`src/rtl/icache_mem_arbiter.sv`:
```
// icache_mem_arbiter
//
// Lets several instruction caches share one downstream instruction-memory
// port. Refill requests are arbitrated round-robin. A grant stays locked
// while downstream stalls. The requester behind every accepted request is
// kept in an in-order ID FIFO, so each response can be routed back to its
// requester one cycle after it arrives.
//
// Ports:
//   clk_i, rst_ni  clock and synchronous active-low reset
//   req_valid_i    per-cache refill request valid
//   req_ready_o    per-cache request accepted (one-hot or zero)
//   req_addr_i     per-cache cacheline address, flattened (requester i at slice i)
//   rsp_valid_o    one-hot response pulse
//   rsp_data_o     response cacheline, broadcast to all caches
//   mem_req_o      downstream request valid
//   mem_addr_o     downstream cacheline address
//   mem_ready_i    downstream request ready
//   mem_valid_i    downstream response valid (cannot be backpressured)
//   mem_data_i     downstream response cacheline
module icache_mem_arbiter #(
  parameter int NumRequesters      = 4,
  parameter int CachelineAddrWidth = 31,
  parameter int CachelineIdxBits   = 1,
  parameter int EncInstWidth       = 32,
  parameter int MaxOutstanding     = 4
) (
  input  logic                                          clk_i,
  input  logic                                          rst_ni,
  input  logic [NumRequesters-1:0]                      req_valid_i,
  output logic [NumRequesters-1:0]                      req_ready_o,
  input  logic [NumRequesters*CachelineAddrWidth-1:0]   req_addr_i,
  output logic [NumRequesters-1:0]                      rsp_valid_o,
  output logic [(1<<CachelineIdxBits)*EncInstWidth-1:0] rsp_data_o,
  output logic                                          mem_req_o,
  output logic [CachelineAddrWidth-1:0]                 mem_addr_o,
  input  logic                                          mem_ready_i,
  input  logic                                          mem_valid_i,
  input  logic [(1<<CachelineIdxBits)*EncInstWidth-1:0] mem_data_i
);

  localparam int ReqIdWidth = (NumRequesters > 1) ? $clog2(NumRequesters) : 1;
  localparam int LineWidth  = (1 << CachelineIdxBits) * EncInstWidth;
  localparam int PtrWidth   = (MaxOutstanding > 1) ? $clog2(MaxOutstanding) : 1;
  localparam int CntWidth   = $clog2(MaxOutstanding + 1);

  logic [ReqIdWidth-1:0]    rr_q, rr_d;
  logic                     lock_q, lock_d;
  logic [ReqIdWidth-1:0]    lock_id_q, lock_id_d;
  logic [NumRequesters-1:0] busy_q, busy_d;
  logic [PtrWidth-1:0]      wr_ptr_q, wr_ptr_d, rd_ptr_q, rd_ptr_d;
  logic [CntWidth-1:0]      count_q, count_d;
  logic [ReqIdWidth-1:0]    fifo_q [MaxOutstanding];
  logic [NumRequesters-1:0] rsp_valid_q, rsp_valid_d;
  logic [LineWidth-1:0]     rsp_data_q;

  logic [NumRequesters-1:0] eligible;
  logic                     grant_valid;
  logic [ReqIdWidth-1:0]    grant_id;
  logic                     push, pop;
  logic [ReqIdWidth-1:0]    head_id;

  assign eligible = req_valid_i & ~busy_q;
  assign head_id  = fifo_q[rd_ptr_q];
  assign pop      = mem_valid_i && (count_q != '0);

  // Grant selection. The search walks offsets from the highest down so the
  // last hit (lowest offset from rr_q) wins. A locked grant overrides it.
  always_comb begin
    int idx;
    idx         = 0;
    grant_valid = 1'b0;
    grant_id    = '0;
    if (lock_q) begin
      grant_valid = 1'b1;
      grant_id    = lock_id_q;
    end else begin
      for (int k = NumRequesters - 1; k >= 0; k--) begin
        idx = (int'(rr_q) + k) % NumRequesters;
        if (eligible[idx]) begin
          grant_valid = 1'b1;
          grant_id    = ReqIdWidth'(idx);
        end
      end
    end
  end

  // A full ID FIFO stalls new requests. A pop in the same cycle only
  // frees the slot for the following cycle.
  always_comb begin
    mem_req_o   = grant_valid && (count_q < CntWidth'(MaxOutstanding));
    mem_addr_o  = '0;
    req_ready_o = '0;
    if (mem_req_o) begin
      mem_addr_o = req_addr_i[int'(grant_id)*CachelineAddrWidth +: CachelineAddrWidth];
    end
    if (mem_req_o && mem_ready_i) begin
      req_ready_o[grant_id] = 1'b1;
    end
  end

  assign push = mem_req_o && mem_ready_i;

  // Next-state logic for the arbitration state, busy flags and FIFO pointers.
  always_comb begin
    rr_d        = rr_q;
    lock_d      = lock_q;
    lock_id_d   = lock_id_q;
    busy_d      = busy_q;
    wr_ptr_d    = wr_ptr_q;
    rd_ptr_d    = rd_ptr_q;
    count_d     = count_q;
    rsp_valid_d = '0;
    if (mem_req_o && !mem_ready_i) begin
      lock_d    = 1'b1;
      lock_id_d = grant_id;
    end
    if (push) begin
      busy_d[grant_id] = 1'b1;
      rr_d     = (grant_id == ReqIdWidth'(NumRequesters - 1)) ? '0 : grant_id + 1'b1;
      lock_d   = 1'b0;
      wr_ptr_d = (wr_ptr_q == PtrWidth'(MaxOutstanding - 1)) ? '0 : wr_ptr_q + 1'b1;
    end
    if (pop) begin
      busy_d[head_id]      = 1'b0;
      rsp_valid_d[head_id] = 1'b1;
      rd_ptr_d = (rd_ptr_q == PtrWidth'(MaxOutstanding - 1)) ? '0 : rd_ptr_q + 1'b1;
    end
    if (push && !pop) begin
      count_d = count_q + 1'b1;
    end else if (pop && !push) begin
      count_d = count_q - 1'b1;
    end
  end

  // State registers. The response data register only loads on a pop so it
  // holds its last value between pulses.
  always_ff @(posedge clk_i) begin
    if (!rst_ni) begin
      rr_q        <= '0;
      lock_q      <= 1'b0;
      lock_id_q   <= '0;
      busy_q      <= '0;
      wr_ptr_q    <= '0;
      rd_ptr_q    <= '0;
      count_q     <= '0;
      rsp_valid_q <= '0;
      rsp_data_q  <= '0;
    end else begin
      rr_q        <= rr_d;
      lock_q      <= lock_d;
      lock_id_q   <= lock_id_d;
      busy_q      <= busy_d;
      wr_ptr_q    <= wr_ptr_d;
      rd_ptr_q    <= rd_ptr_d;
      count_q     <= count_d;
      rsp_valid_q <= rsp_valid_d;
      if (pop) begin
        rsp_data_q <= mem_data_i;
      end
    end
  end

  // ID storage needs no reset; only entries between the pointers are read.
  always_ff @(posedge clk_i) begin
    if (push) begin
      fifo_q[wr_ptr_q] <= grant_id;
    end
  end

  assign rsp_valid_o = rsp_valid_q;
  assign rsp_data_o  = rsp_data_q;

`ifndef SYNTHESIS
  logic [7:0]                    since_rst_q;
  logic                          prev_stall_q;
  logic [CachelineAddrWidth-1:0] prev_addr_q;

  // A response into an empty FIFO is only legitimate shortly after a reset
  // discarded the in-flight IDs.
  always @(posedge clk_i) begin
    if (!rst_ni) begin
      since_rst_q <= '0;
    end else if (since_rst_q != 8'hFF) begin
      since_rst_q <= since_rst_q + 8'd1;
    end
    prev_stall_q <= rst_ni && mem_req_o && !mem_ready_i;
    prev_addr_q  <= mem_addr_o;
    if (rst_ni) begin
      assert ($onehot0(req_ready_o)) else $error("req_ready_o not one-hot");
      assert ($onehot0(rsp_valid_o)) else $error("rsp_valid_o not one-hot");
      assert (int'(count_q) <= MaxOutstanding) else $error("ID FIFO overflow");
      if (prev_stall_q) begin
        assert (mem_addr_o == prev_addr_q) else $error("mem_addr_o changed while stalled");
      end
      if (mem_valid_i && count_q == '0) begin
        assert (int'(since_rst_q) < MaxOutstanding + 2) else $error("response with no request in flight");
      end
    end
  end
`endif

endmodule

```
`config.mk`:
```
export PLATFORM = sky130hd
export DESIGN_NAME = icache_mem_arbiter
export DESIGN_NICKNAME = d
export VERILOG_FILES = /design/src/rtl/icache_mem_arbiter.sv
export SDC_FILE = /design/constraint.sdc
export NUM_CORES = 1
export LEC_CHECK = 0
export CAP_MARGIN = 20
export CORE_AREA = 2 2 116 118
export DETAILED_ROUTE_END_ITERATION = 6
export DIE_AREA = 0 0 118 120
export PLACE_DENSITY_LB_ADDON = 0.05
export SLEW_MARGIN = 20
export SYNTH_ARGS = -nofsm -noshare
export SYNTH_HDL_FRONTEND = slang
export SYNTH_SLANG_ARGS = --single-unit
```
`constraint.sdc`:
```
create_clock -name clk_i -period 7.3 [get_ports clk_i]
set_input_delay 1.095 -clock clk_i [delete_from_list [all_inputs] [get_ports clk_i]]
set_output_delay 1.095 -clock clk_i [all_outputs]
set_load 0.01 [all_outputs]
```
; After elaboration in Yosys (flattened, before gate mapping)
; Memories as Yosys holds them, arrays and structs flattened. A register that Yosys moved wholly into a read port is not among the register bits.
; Cells that the tools add are included.
[op_classes]
addsub = 8
mul = 1
n_lt_le_gt_ge = 9
n_eq_ne = 3
n_shift = 1
n_mux = 38
bitwise = 9
n_reduce_logical = 18
[ops]
columns = op, n
row1 = 124-bit by 8-bit variable part select with 31-bit output, 1
row2 = 31-bit two-way mux, 1
row3 = 2-bit two-way mux, 10
row4 = 1-bit two-way mux, 16
row5 = 3-bit by 4-bit < comparator with 1-bit output (second input constant), 3
row6 = 4-bit two-way mux, 3
row7 = 2-bit by 3-bit < comparator with 1-bit output (second input constant), 3
row8 = 2-bit by 1-bit adder with 2-bit output (second input constant), 4
row9 = 4-bit AND, 2
row10 = 1-bit binary-select mux with 2-bit select, 4
row11 = 1-bit logical AND, 8
row12 = 4-bit NOT, 2
row13 = 2-bit OR reduction, 4
row14 = 2-bit by 5-bit multiplier with 7-bit output (second input constant), 1
row15 = 2-bit equality test (second input constant), 3
row16 = 3-bit two-way mux, 2
row17 = 2-bit adder (second input constant), 2
row18 = 1-bit demux with 2-bit select, 2
row19 = 2-bit by 1-bit >= comparator with 1-bit output (second input constant), 2
row20 = 4-bit OR, 1
row21 = 3-bit by 1-bit adder with 3-bit output (second input constant), 1
row22 = 1-bit AND (first input constant), 3
row23 = 1-bit logical NOT, 3
row24 = 3-bit < comparator (second input constant), 1
row25 = other kinds (5), 5
[totals]
register_bits = 84
ramBits = 8
output_inout_bits = 104
wordCells = 97
memories = 1
[memory_table]
columns = memory, depth, word_bits, rd, rd_clocked_by_memory_dff, wr, line
row1 = fifo_q, 4, 2, 1, 1, 1, 53  ; logic [ReqIdWidth-1:0] fifo_q [MaxOutstanding];

; Depth between registers and ports, before layout
[depth]
word_depth = 19
mapped_depth = 11

; Worst setup path after synthesis
; Ideal clock, no wire load.
[synth_path]
path_kind = input-to-output
start = input req_valid_i[0]
end = output mem_addr_o[0]
t_arrival_ns = 2.669
setup_slack_ns = 3.536
stages = 8
n_path_buf = 2
path_cell_list = nor2b_1 -> or3_1 -> or4_1 -> and3_1 -> buf_6 -> nand2b_4 -> buf_6 -> o22ai_2
[synth_between]
elab_chain_cells = 12
word_cells_on_any_way = 26
cone_classes = mul (1) / shift (1) / mux (22) / bitwise (1) / reduce/logical (1)
[synth_lines]
columns = item, line
row1 = "start, declared", 30  ; input logic [NumRequesters-1:0] req_valid_i,
row2 = 4-bit AND *, 63  ; assign eligible = req_valid_i & ~busy_q;
row3 = 1-bit binary-select mux with 2-bit select, 80  ; if (eligible[idx]) begin
row4 = 1-bit two-way mux (implied by the code) (2 in a row), 80
row5 = 2-bit two-way mux (4 in a row), 80
row6 = 2-bit two-way mux, 74  ; if (lock_q) begin
row7 = 2-bit by 5-bit multiplier with 7-bit output, 95  ; mem_addr_o = req_addr_i[int'(grant_id)*CachelineAddrWidth +: CachelineAddrWidth];
row8 = 124-bit by 8-bit variable part select with 31-bit output, 95
row9 = 31-bit two-way mux *, 94  ; if (mem_req_o) begin
row10 = "end, declared", 36  ; output logic [CachelineAddrWidth-1:0] mem_addr_o,
; Mark *: on every way between the ends. The rest lies on a longest branch, timed or not. The select of a mux whose other input is x is not followed.

; Worst setup path in the final report
[layout_path]
start = input req_valid_i[0]
end = output mem_addr_o[29]
; The elaborated chain is that of the path after synthesis.

==> flow_summary.yaml <==
final_layout:
  final-seq-area_sq_um: 1960
  area_growth_syn_to_layout_pct: 67.2
  drive_gt1_share_pct: 7.26
  multiInputGateArea_sq_um: 2710
  n_fill_cell: 1094
  nNetsFinal: 999
  fin_area_sq_um: 8210
  stdcell_count: 975
  utilization_pct: 63.3
  antenna_cells: 0
clocking:
  htreeDepth: 3
  cts.sinks: 94
  cts_setup_buffers: 0
  tritoncts: "built"
  cts_resized: 0
  cts_buffers: 9
  clk_latency_ps: 340
  cts-hold-fix-buffers: 0
  clk_pin_slew_ps: 70
  cts_buffer_depth: 2
  cts-root-buf: "clkbuf_16"
grt:
  grt_antenna_before_repair: 0
  grt_pass1_vias: 4789
  grt-ovfl-total: 0
  grt_first_pass_wirelength_mm: 25.6
  grtUsageTotal_pct: 23.0
  grt_start_max_net_pins: 83
yosys:
  ys_seq_elements: 94
  synth-seq-area-share_pct: 39.9
  syn_nets: 725
  synthSimpleGateAreaFrac_pct: 16.3
  synthXorXnorAreaFrac_pct: 0.357
  yosys.area.top_type_share_pct: 35.0
  synth.area.mux_share_pct: 14.0
  synth.lib_cells_used.distinct: 47
  synth_compound_area_share_pct: 22.1
  synth_area_leaders: "dfxtp_1 35%, mux2i_1 13%, nand2_1 11%"
  yosys.area_share.adder_pct: 2.19
  dominantRegCellSynth: "dfxtp_1"
  synth.avg_cell_area_sq_um: 9.43
  synth_top_family_by_area: "compound AO/OA/AOI/OAI gates"
  yosys.area.top_type: "dfxtp_1"
  async_reset_ff_share_pct: 0
  postSynthCellCount: 521
  synth_edf_count: 8
  yosys_warnings: 0
  syn_area_sq_um: 4910
power_and_ir_drop:
  finalPower_mw: 2.60
  p_per_area_nw_per_um2: 316
  ir_drop_v: 0.000182
  leakage_nw: 3.10
die:
  die_w_um: 118
  die_y_um: 120
  rows: 42
  die-area_sq_um: 14200
  start_util_pct: 37.9
  ioPinCount: 300
  core_area_sq_um: 13000
status:
  status: "finished, final reports clean"
worst_hold_path:
  hold_class: "reg -> reg"
  min_from: "rsp_data_o[29]$_SDFFE_PN0P_"
timing:
  worst_pin_slew_ps: 930
  setup_slack_ps: 1790
  grt_setup_unrepaired: "no"
  holdWs_ps: 462
  setup_viol: 0
  hold_viol: 0
  max_freq_mhz: 181
  slew_viol_final: 0
  fin_worst_skew_ps: 9.99
  post-route-period-util_pct: 75.5
  maxSlewHeadroom_pct: 37.8
  tns_ps: 0
  layout_min_cycle_time_ps: 5510
placement:
  port_buffers: 299
  dp_cells: 960
  dp_slack_ps: 1810
  dpl_cell_area_sq_um: 7940
  hpwl_mm: 13.0
  place_congestion: 0.902
critical_path:
  cp-end-kind: "output port"
  rr_startpoint: "busy_q[0]$_SDFF_PN0_"
  cpMaxStageDelayCell: "nand2_2"
  max_stage_delay_ps: 600
  start_kind: "primary input"
  cp.arrival_ps: 4420
  crit_chain: "clkdlybuf4s50_1 > or3b_1 > o2bb2ai_1 > a32oi_1 > and3_1 > nand2_2 > o22ai_1 > clkdlybuf4s50_1"
  crit_start: "req_valid_i[0]"
  critPathRequiredTime_ps: 6200
  critPathMostFrequentCell: "clkdlybuf4s50_1"
  cp_max_fo: 31
  critPathKind: "in -> out"
route:
  vias: 4766
  dr.pass1.iters: 4
  ant_nets: 0
  wirelength_mm: 16.6
  wl_per_cell_um: 17.0
  drc: 0
  viasPerCell: 4.89
  drtIter0Drc: 217
flow_run:
  maxCapViolCount: 0
## final timing paths
path	to	slack, ps	depth (start not counted)
worst max-delay path	mem_addr_o[29]	1790	8
worst min-delay path	rsp_data_o[29]$_SDFFE_PN0P_	460	2
worst min register to register	rsp_data_o[29]$_SDFFE_PN0P_	460	2
worst max register to register	count_q[2]$_SDFFE_PN0P_	4330	11
## cell families (layout without fill, tap and decap cells)
| group | Yosys count | count (layout) |
|---|---|---|
| simple gates | 183 | 183 |
| compound gates | 122 | 122 |
| flops | 94 | 94 |
| mux | 66 | 66 |
| buf+inv | 46 | 324 |
| fa+ha+maj | 8 | 8 |
| xor+xnor | 2 | 2 |
## cell usage after synthesis (5+ instances only)
| cell type | n |
|---|---|
| edfxtp_1 | 8 |
| dfxtp_1 | 86 |
| ha_1 | 7 |
| a21boi_0 | 67 |
| o22ai_2 | 30 |
| nand2_1 | 140 |
| nor2_1 | 8 |
| inv_1 | 8 |
| and3_1 | 6 |
| nor2b_1 | 8 |
| mux2i_1 | 64 |
| a21oi_1 | 5 |
| clkbuf_1 | 20 |
| buf_6 | 9 |
## cell usage in the layout (no fill, tap or decap), types with 3 or more instances in the layout
| cell | instances |
|---|---|
| clkdlybuf4s50_1 | 298 |
| nand2_1 | 140 |
| dfxtp_1 | 86 |
| a21boi_0 | 67 |
| mux2i_1 | 64 |
| o22ai_2 | 30 |
| clkbuf_16 | 10 |
| nor2b_1 | 8 |
| nor2_1 | 8 |
| edfxtp_1 | 8 |
| inv_1 | 7 |
| ha_1 | 7 |
| and3_1 | 6 |
| a21oi_1 | 5 |
| or3_1 | 4 |
| o21ai_0 | 4 |
| nand2b_1 | 3 |
| clkinv_2 | 3 |
| nor3_1 | 3 |
| o221a_1 | 3 |
## layer usage
layer / part of all wire (%) / GRT usage (%)
met5: 0 / 0
met4: 1.6 / 6.85
met3: 6.8 / 6.84
met2: 54 / 43.5
met1: 38 / 24.5
## sequential cells by signal, indices dropped and copies added, names as in the netlist, named ones only
name and cells:
rsp_data_o 64, fifo_q 8, busy_q 4, rsp_valid_o 4, count_q 3, lock_id_q 2
rd_ptr_q 2, rr_q 2, wr_ptr_q 2, lock_q 1
## power breakdown
part	switching, mW	internal (mW)	total, mW	leakage, nW
Combinational	0.698	0.760	1.46	2.18
Sequential	0.0676	0.637	0.705	0.777
Clock	0.187	0.250	0.437	0.138
Total	0.952	1.65	2.60	3.10
## area by class of cell
class	count	share of cell area, %
repair buffers	301	36.7
inverters	8	0.381
clock inverters	3	0.228
clock buffers	12	3.14
well taps	176	2.68
multi-input cells	381	32.9
flip-flops and latches	94	23.9
## worst max-delay path, delay by kind of cell
| family | cells | cell delay (ps) |
|---|---|---|
| buffers and inverters | 2 | 1110 |
| AOI/OAI and AO/OA | 3 | 790 |
| and+or+nand+nor | 3 | 1390 |
Note: power is estimated with default switching activity, not from simulation.
